[config.mk]
export PLATFORM = sky130hd
export DESIGN_NAME = srat_tag_flat
export DESIGN_NICKNAME = d
export VERILOG_FILES = /design/src/rtl/rename_pkg.sv /design/src/rtl/srat_tag_if.sv /design/src/rtl/srat_tag_lookup.sv /design/src/rtl/srat_tag.sv /design/src/flat_wrapper.sv
export SDC_FILE = /design/constraint.sdc
export NUM_CORES = 1
export LEC_CHECK = 0
export CELL_PAD_IN_SITES_DETAIL_PLACEMENT = 1
export CELL_PAD_IN_SITES_GLOBAL_PLACEMENT = 2
export CORE_MARGIN = 1.5
export CORE_UTILIZATION = 40
export DETAILED_ROUTE_END_ITERATION = 10
export GPL_TIMING_DRIVEN = 0
export HOLD_SLACK_MARGIN = 0.05
export PLACE_DENSITY_LB_ADDON = 0.2
export SLEW_MARGIN = 20
export SYNTH_ARGS = -nofsm -noshare
export SYNTH_HDL_FRONTEND = slang
export SYNTH_SLANG_ARGS = --single-unit
[constraint.sdc]
create_clock -name clk -period 8.2 [get_ports clk]
set_input_delay 0.82 -clock clk [delete_from_list [all_inputs] [get_ports clk]]
set_output_delay 0.82 -clock clk [all_outputs]
set_load 0.02 [all_outputs]
[src/rtl/rename_pkg.sv]
// Shared rename types: logical register index, ROB tag and the source mapping
// record handed from rename to register read.
package rename_pkg;

  localparam int NREG   = 32;
  localparam int ROB_W  = 6;
  localparam int LREG_W = $clog2(NREG);

  typedef logic [LREG_W-1:0] logic_reg_t;
  typedef logic [ROB_W-1:0]  rob_tag_t;

  typedef struct packed {
    logic     rob;
    rob_tag_t tag;
  } src_map_t;

  // One-hot select of a logical register; register 0 is never selected.
  function automatic logic [NREG-1:0] reg_onehot(logic_reg_t idx, logic en);
    logic [NREG-1:0] v;
    v = '0;
    if (en && (idx != '0)) v[idx] = 1'b1;
    return v;
  endfunction

endpackage

[src/rtl/srat_tag_if.sv]
// Rename-group, commit and control signals of the speculative rename tag table.
interface srat_tag_if;
  import rename_pkg::*;

  logic       stall_RNR;
  logic       stall_RR;
  logic       recover;

  logic_reg_t rs1l, rt1l, rs2l, rt2l;
  logic_reg_t rd1l, rd2l;
  logic       rd1_en, rd2_en;
  rob_tag_t   rob1_tag, rob2_tag;

  rob_tag_t   rs1_tag, rt1_tag, rs2_tag, rt2_tag;
  logic       rs1_rob, rt1_rob, rs2_rob, rt2_rob;

  logic_reg_t rd1l_c, rd2l_c;
  logic       rd1_enc_in, rd2_enc_in;
  rob_tag_t   rob1_tag_c, rob2_tag_c;
  logic       rd1_enc, rd2_enc;

  modport master (
    output stall_RNR, stall_RR, recover,
    output rs1l, rt1l, rs2l, rt2l, rd1l, rd2l, rd1_en, rd2_en, rob1_tag, rob2_tag,
    output rd1l_c, rd2l_c, rd1_enc_in, rd2_enc_in, rob1_tag_c, rob2_tag_c,
    input  rs1_tag, rt1_tag, rs2_tag, rt2_tag, rs1_rob, rt1_rob, rs2_rob, rt2_rob,
    input  rd1_enc, rd2_enc
  );

  modport slave (
    input  stall_RNR, stall_RR, recover,
    input  rs1l, rt1l, rs2l, rt2l, rd1l, rd2l, rd1_en, rd2_en, rob1_tag, rob2_tag,
    input  rd1l_c, rd2l_c, rd1_enc_in, rd2_enc_in, rob1_tag_c, rob2_tag_c,
    output rs1_tag, rt1_tag, rs2_tag, rt2_tag, rs1_rob, rt1_rob, rs2_rob, rt2_rob,
    output rd1_enc, rd2_enc
  );

endinterface

[src/rtl/srat_tag_lookup.sv]
// Combinational 4-port source read of the rename tag table with the
// instr1->instr2 intra-group bypass and register-0 masking.
module srat_tag_lookup
  import rename_pkg::*;
(
  input  rob_tag_t [NREG-1:0] tag,
  input  logic [NREG-1:0]     live,
  input  logic_reg_t          rs1l,
  input  logic_reg_t          rt1l,
  input  logic_reg_t          rs2l,
  input  logic_reg_t          rt2l,
  input  logic_reg_t          rd1l,
  input  logic                rd1_en,
  input  rob_tag_t            rob1_tag,
  output src_map_t            rs1_map,
  output src_map_t            rt1_map,
  output src_map_t            rs2_map,
  output src_map_t            rt2_map
);

  src_map_t bypass_map;

  // Instr2 sources see instr1's destination from the same group; r0 reads as ARF.
  always_comb begin
    bypass_map = '{rob: 1'b1, tag: rob1_tag};

    rs1_map = '{rob: live[rs1l], tag: tag[rs1l]};
    rt1_map = '{rob: live[rt1l], tag: tag[rt1l]};
    rs2_map = '{rob: live[rs2l], tag: tag[rs2l]};
    rt2_map = '{rob: live[rt2l], tag: tag[rt2l]};

    if (rd1_en && (rs2l == rd1l)) rs2_map = bypass_map;
    if (rd1_en && (rt2l == rd1l)) rt2_map = bypass_map;

    if (rs1l == '0) rs1_map = '0;
    if (rt1l == '0) rt1_map = '0;
    if (rs2l == '0) rs2_map = '0;
    if (rt2l == '0) rt2_map = '0;
  end

endmodule

[src/rtl/srat_tag.sv]
// Speculative rename tag table: youngest in-flight ROB writer per logical
// register, registered source tags for RR and commit-time latest-mapping test.
module srat_tag
  import rename_pkg::*;
(
  input logic       clk,
  input logic       rst,
  srat_tag_if.slave bus
);

  rob_tag_t [NREG-1:0] tag_q, tag_d;
  logic [NREG-1:0]     live_q, live_d;
  logic [NREG-1:0]     wr1, wr2, clr;

  src_map_t rs1_map, rt1_map, rs2_map, rt2_map;
  src_map_t rs1_q, rt1_q, rs2_q, rt2_q;

  logic rd1_hit, rd2_hit;

  srat_tag_lookup u_lookup (
    .tag      (tag_q),
    .live     (live_q),
    .rs1l     (bus.rs1l),
    .rt1l     (bus.rt1l),
    .rs2l     (bus.rs2l),
    .rt2l     (bus.rt2l),
    .rd1l     (bus.rd1l),
    .rd1_en   (bus.rd1_en),
    .rob1_tag (bus.rob1_tag),
    .rs1_map  (rs1_map),
    .rt1_map  (rt1_map),
    .rs2_map  (rs2_map),
    .rt2_map  (rt2_map)
  );

  // A same-index instr2 commit retires the younger writer, so instr1 must not update.
  always_comb begin
    rd2_hit = bus.rd2_enc_in && live_q[bus.rd2l_c] &&
              (tag_q[bus.rd2l_c] == bus.rob2_tag_c);
    rd1_hit = bus.rd1_enc_in && live_q[bus.rd1l_c] &&
              (tag_q[bus.rd1l_c] == bus.rob1_tag_c) &&
              !(bus.rd2_enc_in && (bus.rd2l_c == bus.rd1l_c));
    if (bus.recover) begin
      rd1_hit = 1'b0;
      rd2_hit = 1'b0;
    end
  end

  assign bus.rd1_enc = rd1_hit;
  assign bus.rd2_enc = rd2_hit;

  // Renames override commit clears on the same index; instr2 overrides instr1.
  always_comb begin
    wr1    = reg_onehot(bus.rd1l, bus.rd1_en && !bus.stall_RNR);
    wr2    = reg_onehot(bus.rd2l, bus.rd2_en && !bus.stall_RNR);
    clr    = reg_onehot(bus.rd1l_c, rd1_hit) | reg_onehot(bus.rd2l_c, rd2_hit);
    live_d = (live_q & ~clr) | wr1 | wr2;
    tag_d  = tag_q;
    for (int i = 0; i < NREG; i++) begin
      if (wr1[i]) tag_d[i] = bus.rob1_tag;
      if (wr2[i]) tag_d[i] = bus.rob2_tag;
    end
  end

  always_ff @(posedge clk) begin
    if (!rst) begin
      live_q <= '0;
      tag_q  <= '0;
    end else if (bus.recover) begin
      live_q <= '0;
    end else begin
      live_q <= live_d;
      tag_q  <= tag_d;
    end
  end

  always_ff @(posedge clk) begin
    if (!rst || bus.recover) begin
      rs1_q <= '0;
      rt1_q <= '0;
      rs2_q <= '0;
      rt2_q <= '0;
    end else if (!bus.stall_RR) begin
      rs1_q <= rs1_map;
      rt1_q <= rt1_map;
      rs2_q <= rs2_map;
      rt2_q <= rt2_map;
    end
  end

  assign bus.rs1_tag = rs1_q.tag;
  assign bus.rt1_tag = rt1_q.tag;
  assign bus.rs2_tag = rs2_q.tag;
  assign bus.rt2_tag = rt2_q.tag;
  assign bus.rs1_rob = rs1_q.rob;
  assign bus.rt1_rob = rt1_q.rob;
  assign bus.rs2_rob = rs2_q.rob;
  assign bus.rt2_rob = rt2_q.rob;

endmodule

[src/flat_wrapper.sv]
// flat-port wrapper written by rule: the top's interface ports become plain ports
module srat_tag_flat import rename_pkg::*;
  (clk, rst, bus_stall_RNR, bus_stall_RR, bus_recover, bus_rs1l, bus_rt1l, bus_rs2l, bus_rt2l, bus_rd1l, bus_rd2l, bus_rd1_en, bus_rd2_en, bus_rob1_tag, bus_rob2_tag, bus_rd1l_c, bus_rd2l_c, bus_rd1_enc_in, bus_rd2_enc_in, bus_rob1_tag_c, bus_rob2_tag_c, bus_rs1_tag, bus_rt1_tag, bus_rs2_tag, bus_rt2_tag, bus_rs1_rob, bus_rt1_rob, bus_rs2_rob, bus_rt2_rob, bus_rd1_enc, bus_rd2_enc);
  srat_tag_if bus_i ();
  input logic clk;
  input logic rst;
  input wire logic [$bits(bus_i.stall_RNR)-1:0] bus_stall_RNR;
  input wire logic [$bits(bus_i.stall_RR)-1:0] bus_stall_RR;
  input wire logic [$bits(bus_i.recover)-1:0] bus_recover;
  input wire logic [$bits(bus_i.rs1l)-1:0] bus_rs1l;
  input wire logic [$bits(bus_i.rt1l)-1:0] bus_rt1l;
  input wire logic [$bits(bus_i.rs2l)-1:0] bus_rs2l;
  input wire logic [$bits(bus_i.rt2l)-1:0] bus_rt2l;
  input wire logic [$bits(bus_i.rd1l)-1:0] bus_rd1l;
  input wire logic [$bits(bus_i.rd2l)-1:0] bus_rd2l;
  input wire logic [$bits(bus_i.rd1_en)-1:0] bus_rd1_en;
  input wire logic [$bits(bus_i.rd2_en)-1:0] bus_rd2_en;
  input wire logic [$bits(bus_i.rob1_tag)-1:0] bus_rob1_tag;
  input wire logic [$bits(bus_i.rob2_tag)-1:0] bus_rob2_tag;
  input wire logic [$bits(bus_i.rd1l_c)-1:0] bus_rd1l_c;
  input wire logic [$bits(bus_i.rd2l_c)-1:0] bus_rd2l_c;
  input wire logic [$bits(bus_i.rd1_enc_in)-1:0] bus_rd1_enc_in;
  input wire logic [$bits(bus_i.rd2_enc_in)-1:0] bus_rd2_enc_in;
  input wire logic [$bits(bus_i.rob1_tag_c)-1:0] bus_rob1_tag_c;
  input wire logic [$bits(bus_i.rob2_tag_c)-1:0] bus_rob2_tag_c;
  output wire logic [$bits(bus_i.rs1_tag)-1:0] bus_rs1_tag;
  output wire logic [$bits(bus_i.rt1_tag)-1:0] bus_rt1_tag;
  output wire logic [$bits(bus_i.rs2_tag)-1:0] bus_rs2_tag;
  output wire logic [$bits(bus_i.rt2_tag)-1:0] bus_rt2_tag;
  output wire logic [$bits(bus_i.rs1_rob)-1:0] bus_rs1_rob;
  output wire logic [$bits(bus_i.rt1_rob)-1:0] bus_rt1_rob;
  output wire logic [$bits(bus_i.rs2_rob)-1:0] bus_rs2_rob;
  output wire logic [$bits(bus_i.rt2_rob)-1:0] bus_rt2_rob;
  output wire logic [$bits(bus_i.rd1_enc)-1:0] bus_rd1_enc;
  output wire logic [$bits(bus_i.rd2_enc)-1:0] bus_rd2_enc;
  assign bus_i.stall_RNR = bus_stall_RNR;
  assign bus_i.stall_RR = bus_stall_RR;
  assign bus_i.recover = bus_recover;
  assign bus_i.rs1l = bus_rs1l;
  assign bus_i.rt1l = bus_rt1l;
  assign bus_i.rs2l = bus_rs2l;
  assign bus_i.rt2l = bus_rt2l;
  assign bus_i.rd1l = bus_rd1l;
  assign bus_i.rd2l = bus_rd2l;
  assign bus_i.rd1_en = bus_rd1_en;
  assign bus_i.rd2_en = bus_rd2_en;
  assign bus_i.rob1_tag = bus_rob1_tag;
  assign bus_i.rob2_tag = bus_rob2_tag;
  assign bus_i.rd1l_c = bus_rd1l_c;
  assign bus_i.rd2l_c = bus_rd2l_c;
  assign bus_i.rd1_enc_in = bus_rd1_enc_in;
  assign bus_i.rd2_enc_in = bus_rd2_enc_in;
  assign bus_i.rob1_tag_c = bus_rob1_tag_c;
  assign bus_i.rob2_tag_c = bus_rob2_tag_c;
  assign bus_rs1_tag = bus_i.rs1_tag;
  assign bus_rt1_tag = bus_i.rt1_tag;
  assign bus_rs2_tag = bus_i.rs2_tag;
  assign bus_rt2_tag = bus_i.rt2_tag;
  assign bus_rs1_rob = bus_i.rs1_rob;
  assign bus_rt1_rob = bus_i.rt1_rob;
  assign bus_rs2_rob = bus_i.rs2_rob;
  assign bus_rt2_rob = bus_i.rt2_rob;
  assign bus_rd1_enc = bus_i.rd1_enc;
  assign bus_rd2_enc = bus_i.rd2_enc;
  srat_tag u_core (.clk(clk), .rst(rst), .bus(bus_i));
endmodule
==> out/qor.csv, run 1 <==
metric,value,unit
critPathCapture,bus_rd1_enc,
slew_headroom,18.45,%
avgSynthCellArea,8.893,sq um
synth_xor_area_share,0.5907,%
synth_compound_area_share,21.49,%
drt_first_pass_iters,6,
viasPerCell,7.543,
cts_tree,yes,
ys_types,62,
drt-wirelength-per-cell,42.61,um
fin_nets,2854,
clkTransAtPathRegs,0.05,ns
cts_buffers,31,
p_sw,1129,uW
final_area,0.02656,sq mm
clockRootBuffer,clkbuf_16,
areaGrowthSynthToFinish,11.95,%
swShare,33.74,%
start_kind,primary input,
final-setup-viol-count,0,
required,7.38,ns
overflow,0,
drtIter0Drc,4087,
drive_gt1_share,9.020,%
syn-cell-area,0.02373,sq mm
gp_congestion,1.083,
max-cap-violations,0,
grt.busiest_layer,met2,
grt_usage,48.90,%
fmax,142.1,MHz
grt_pass1_vias,26320,
reg2reg_slack,3.81,ns
async_flop_share,0,%
die_h,246.5,um
final_common_cell,mux2i_1,
use_met3,13.18,%
outcome,"complete, no violations",
ant_nets,0,
synth.area.top_cells,"mux2i_1, dfxtp_1, mux4_2, o211a_1, o22ai_1",
p_int,2217,uW
cp.arrival,6.22,ns
design.die.area,0.06078,sq mm
final_cell_mix,"mux2i_1, dfxtp_1, nand2_1",
rows,89,
grt_pass1_wl,206000,um
cp-startpoint,bus_rd1l_c[2],
via_count,27000,
finalHoldViolations,0,
synth_simple_gate_area_share,14.09,%
port_buffers,78,
holdBufCountCts,0,
start_util,40.35,%
yosysTopAreaCell,mux2i_1,
place_hpwl,121400,um
p_clk_share,41.8,%
syn_nets,2741,
seq_area_frac_synth,21.26,%
hold_path_class,flop to flop,
end_kind,output pin,
fin_crit_sh,85.79,%
ys_warn_count,0,
period_needed,7.035,ns
ys.flop_type,dfxtp_1,
share_seq_of_total_power,38.0,%
die_x,246.5,um
fillCellCount,6804,
finalSetupTns,0,ns
synth_fa_ha_area_share,0,%
rr_worst_depth,9,
cts_resized,0,
io_pins,103,
antenna_found_initial,3,
tightest_slew,1.221,ns
drcViolationCount,0,
synth_edf_count,0,
grt_max_degree,17,
drt-total-wl,152500,um
crit_fanout,10,
vdd_drop_max,0.1732,mV
clock_skew,0.02058,ns
powerDensity,126.0,mW/mm^2
dpl_cell_area,0.02553,sq mm
total_leakage_power,0.01143,uW
met1_usage,61.68,%
synth_top_family_by_area,multiplexers,
regToRegEndpoint,u_core.live_q[9],
clock-sinks,252,
h-tree-depth,1,
use_met2,70.55,%
timing_worst_setup_path_type,primary input to output pin,
synthMuxAreaShare,37.61,%
netlist.area_leader.share,25.31,%
clock_latency,0.64,ns
maxSlewViolCount,0,
rr_startpoint,u_core.tag_q[133],
clk_path_buf_depth,3,
ys_ff_latch,252,
rsz0062_at_grt,no,
core_area,0.05880,sq mm
post_cts_buffers,0,
hold_start,u_core.bus.rs1_tag[1],
syn_inst,2668,
comb_power_share,20.2,%
## cells by family after synthesis
group | after synthesis
AO/OA/AOI/OAI | 694
AND/OR/NAND/NOR | 677
XOR/XNOR | 16
flip-flops | 252
multiplexers | 731
buffers and inverters | 298
## state kept, by name (all words and copies together) (netlist names), 6 cells and up
register / flops
u_core.bus.rs1_tag: 6
u_core.tag_q: 192
u_core.bus.rt1_tag: 6
u_core.live_q: 32
u_core.bus.rs2_tag: 6
u_core.bus.rt2_tag: 6
## power by group through the flow
| stage | Clock [uW] | Sequential (uW) | Combinational (uW) |
|---|---|---|---|
| after detailed placement | 0 | 1290 | 645 |
| after global placement | 0 | 1290 | 634 |
| after CTS | 1390 | 1270 | 649 |
| after floorplan | 0 | 1280 | 391 |
| final | 1400 | 1270 | 675 |
| after global routing | 1440 | 1270 | 687 |
## Yosys cell counts (36+ instances only)
library cell and instances:
o21ai_0 84, buf_1 36, nand3_1 37, o22ai_1 157, o211a_1 186, a21oi_1 120
nor2_1 157, dfxtp_1 252, mux2i_1 600, mux4_2 128, clkbuf_1 220, nor3_1 47
nand2_1 241, o221ai_1 76
## layout make-up
type / instances / area [sq um] / area share (%)
flip-flops and latches: 252 / 5045 / 18.99
well taps: 773 / 967.2 / 3.641
multi-input cells: 2118 / 17560 / 66.12
clock inverters: 17 / 150.1 / 0.5653
repair buffers: 80 / 795.8 / 2.996
clock buffers: 40 / 849.6 / 3.199
inverters: 8 / 30.03 / 0.1131
diodes: 1 / 2.502 / 0.009422
plain buffers: 290 / 1157 / 4.357
## layer usage
metal / part of all wire [%] / vias to the layer above
met1: 38 / 13620
met4: 9.0 / 0
met2: 41 / 2196
li1: - / 10620
met3: 13 / 565
met5: 0 / -
## through the flow
stage / instances / util [%] / hold slack (ns) / setup slack, ns / total power [uW]
floorplan: 2668 / - / 0.4889 / 3.957 / 1667
global placement: 3519 / 43.32 / 0.4414 / 1.564 / 1926
detailed placement: 3521 / 43.43 / 0.4569 / 1.573 / 1938
CTS: 3578 / 45.13 / 0.4662 / 1.565 / 3307
global route: 3578 / 45.17 / 0.4813 / 1.249 / 3395
finish: 3579 / 45.17 / 0.4641 / 1.165 / 3345
## critical path: stages
cell and delay [ns]:
clkdlybuf4s50_1 0.55, clkbuf_1 0.33, clkbuf_1 0.63, nand4b_1 0.98, o22ai_1 0.75, nor4_1 0.22, and3_1 0.25, nor4_2 0.64
and2_1 0.25, and3_1 0.17, clkdlybuf4s50_1 0.62
## worst min path at each step
stage                                        to  slack, ns  cells past startpoint
after floorplan               u_core.live_q[21]       0.49                      2
after global placement       u_core.bus.rs1_rob       0.44                      2
after detailed placement  u_core.bus.rt1_tag[5]       0.46                      2
after CTS                 u_core.bus.rs1_tag[2]       0.47                      2
after global routing      u_core.bus.rt1_tag[4]       0.48                      2
final                     u_core.bus.rs1_tag[1]       0.46                      2
(Power assumes the default switching activity.)
==> run 2: changes to the inputs <==
--- a/config.mk
+++ b/config.mk
@@ -5,6 +5,7 @@
 export SDC_FILE = /design/constraint.sdc
 export NUM_CORES = 1
 export LEC_CHECK = 0
+export CAP_MARGIN = 20
 export CELL_PAD_IN_SITES_DETAIL_PLACEMENT = 1
 export CELL_PAD_IN_SITES_GLOBAL_PLACEMENT = 2
 export CORE_MARGIN = 1.5
==> results of run 2 <==
Final layout, timing and power as in run 1 (identical DEF).
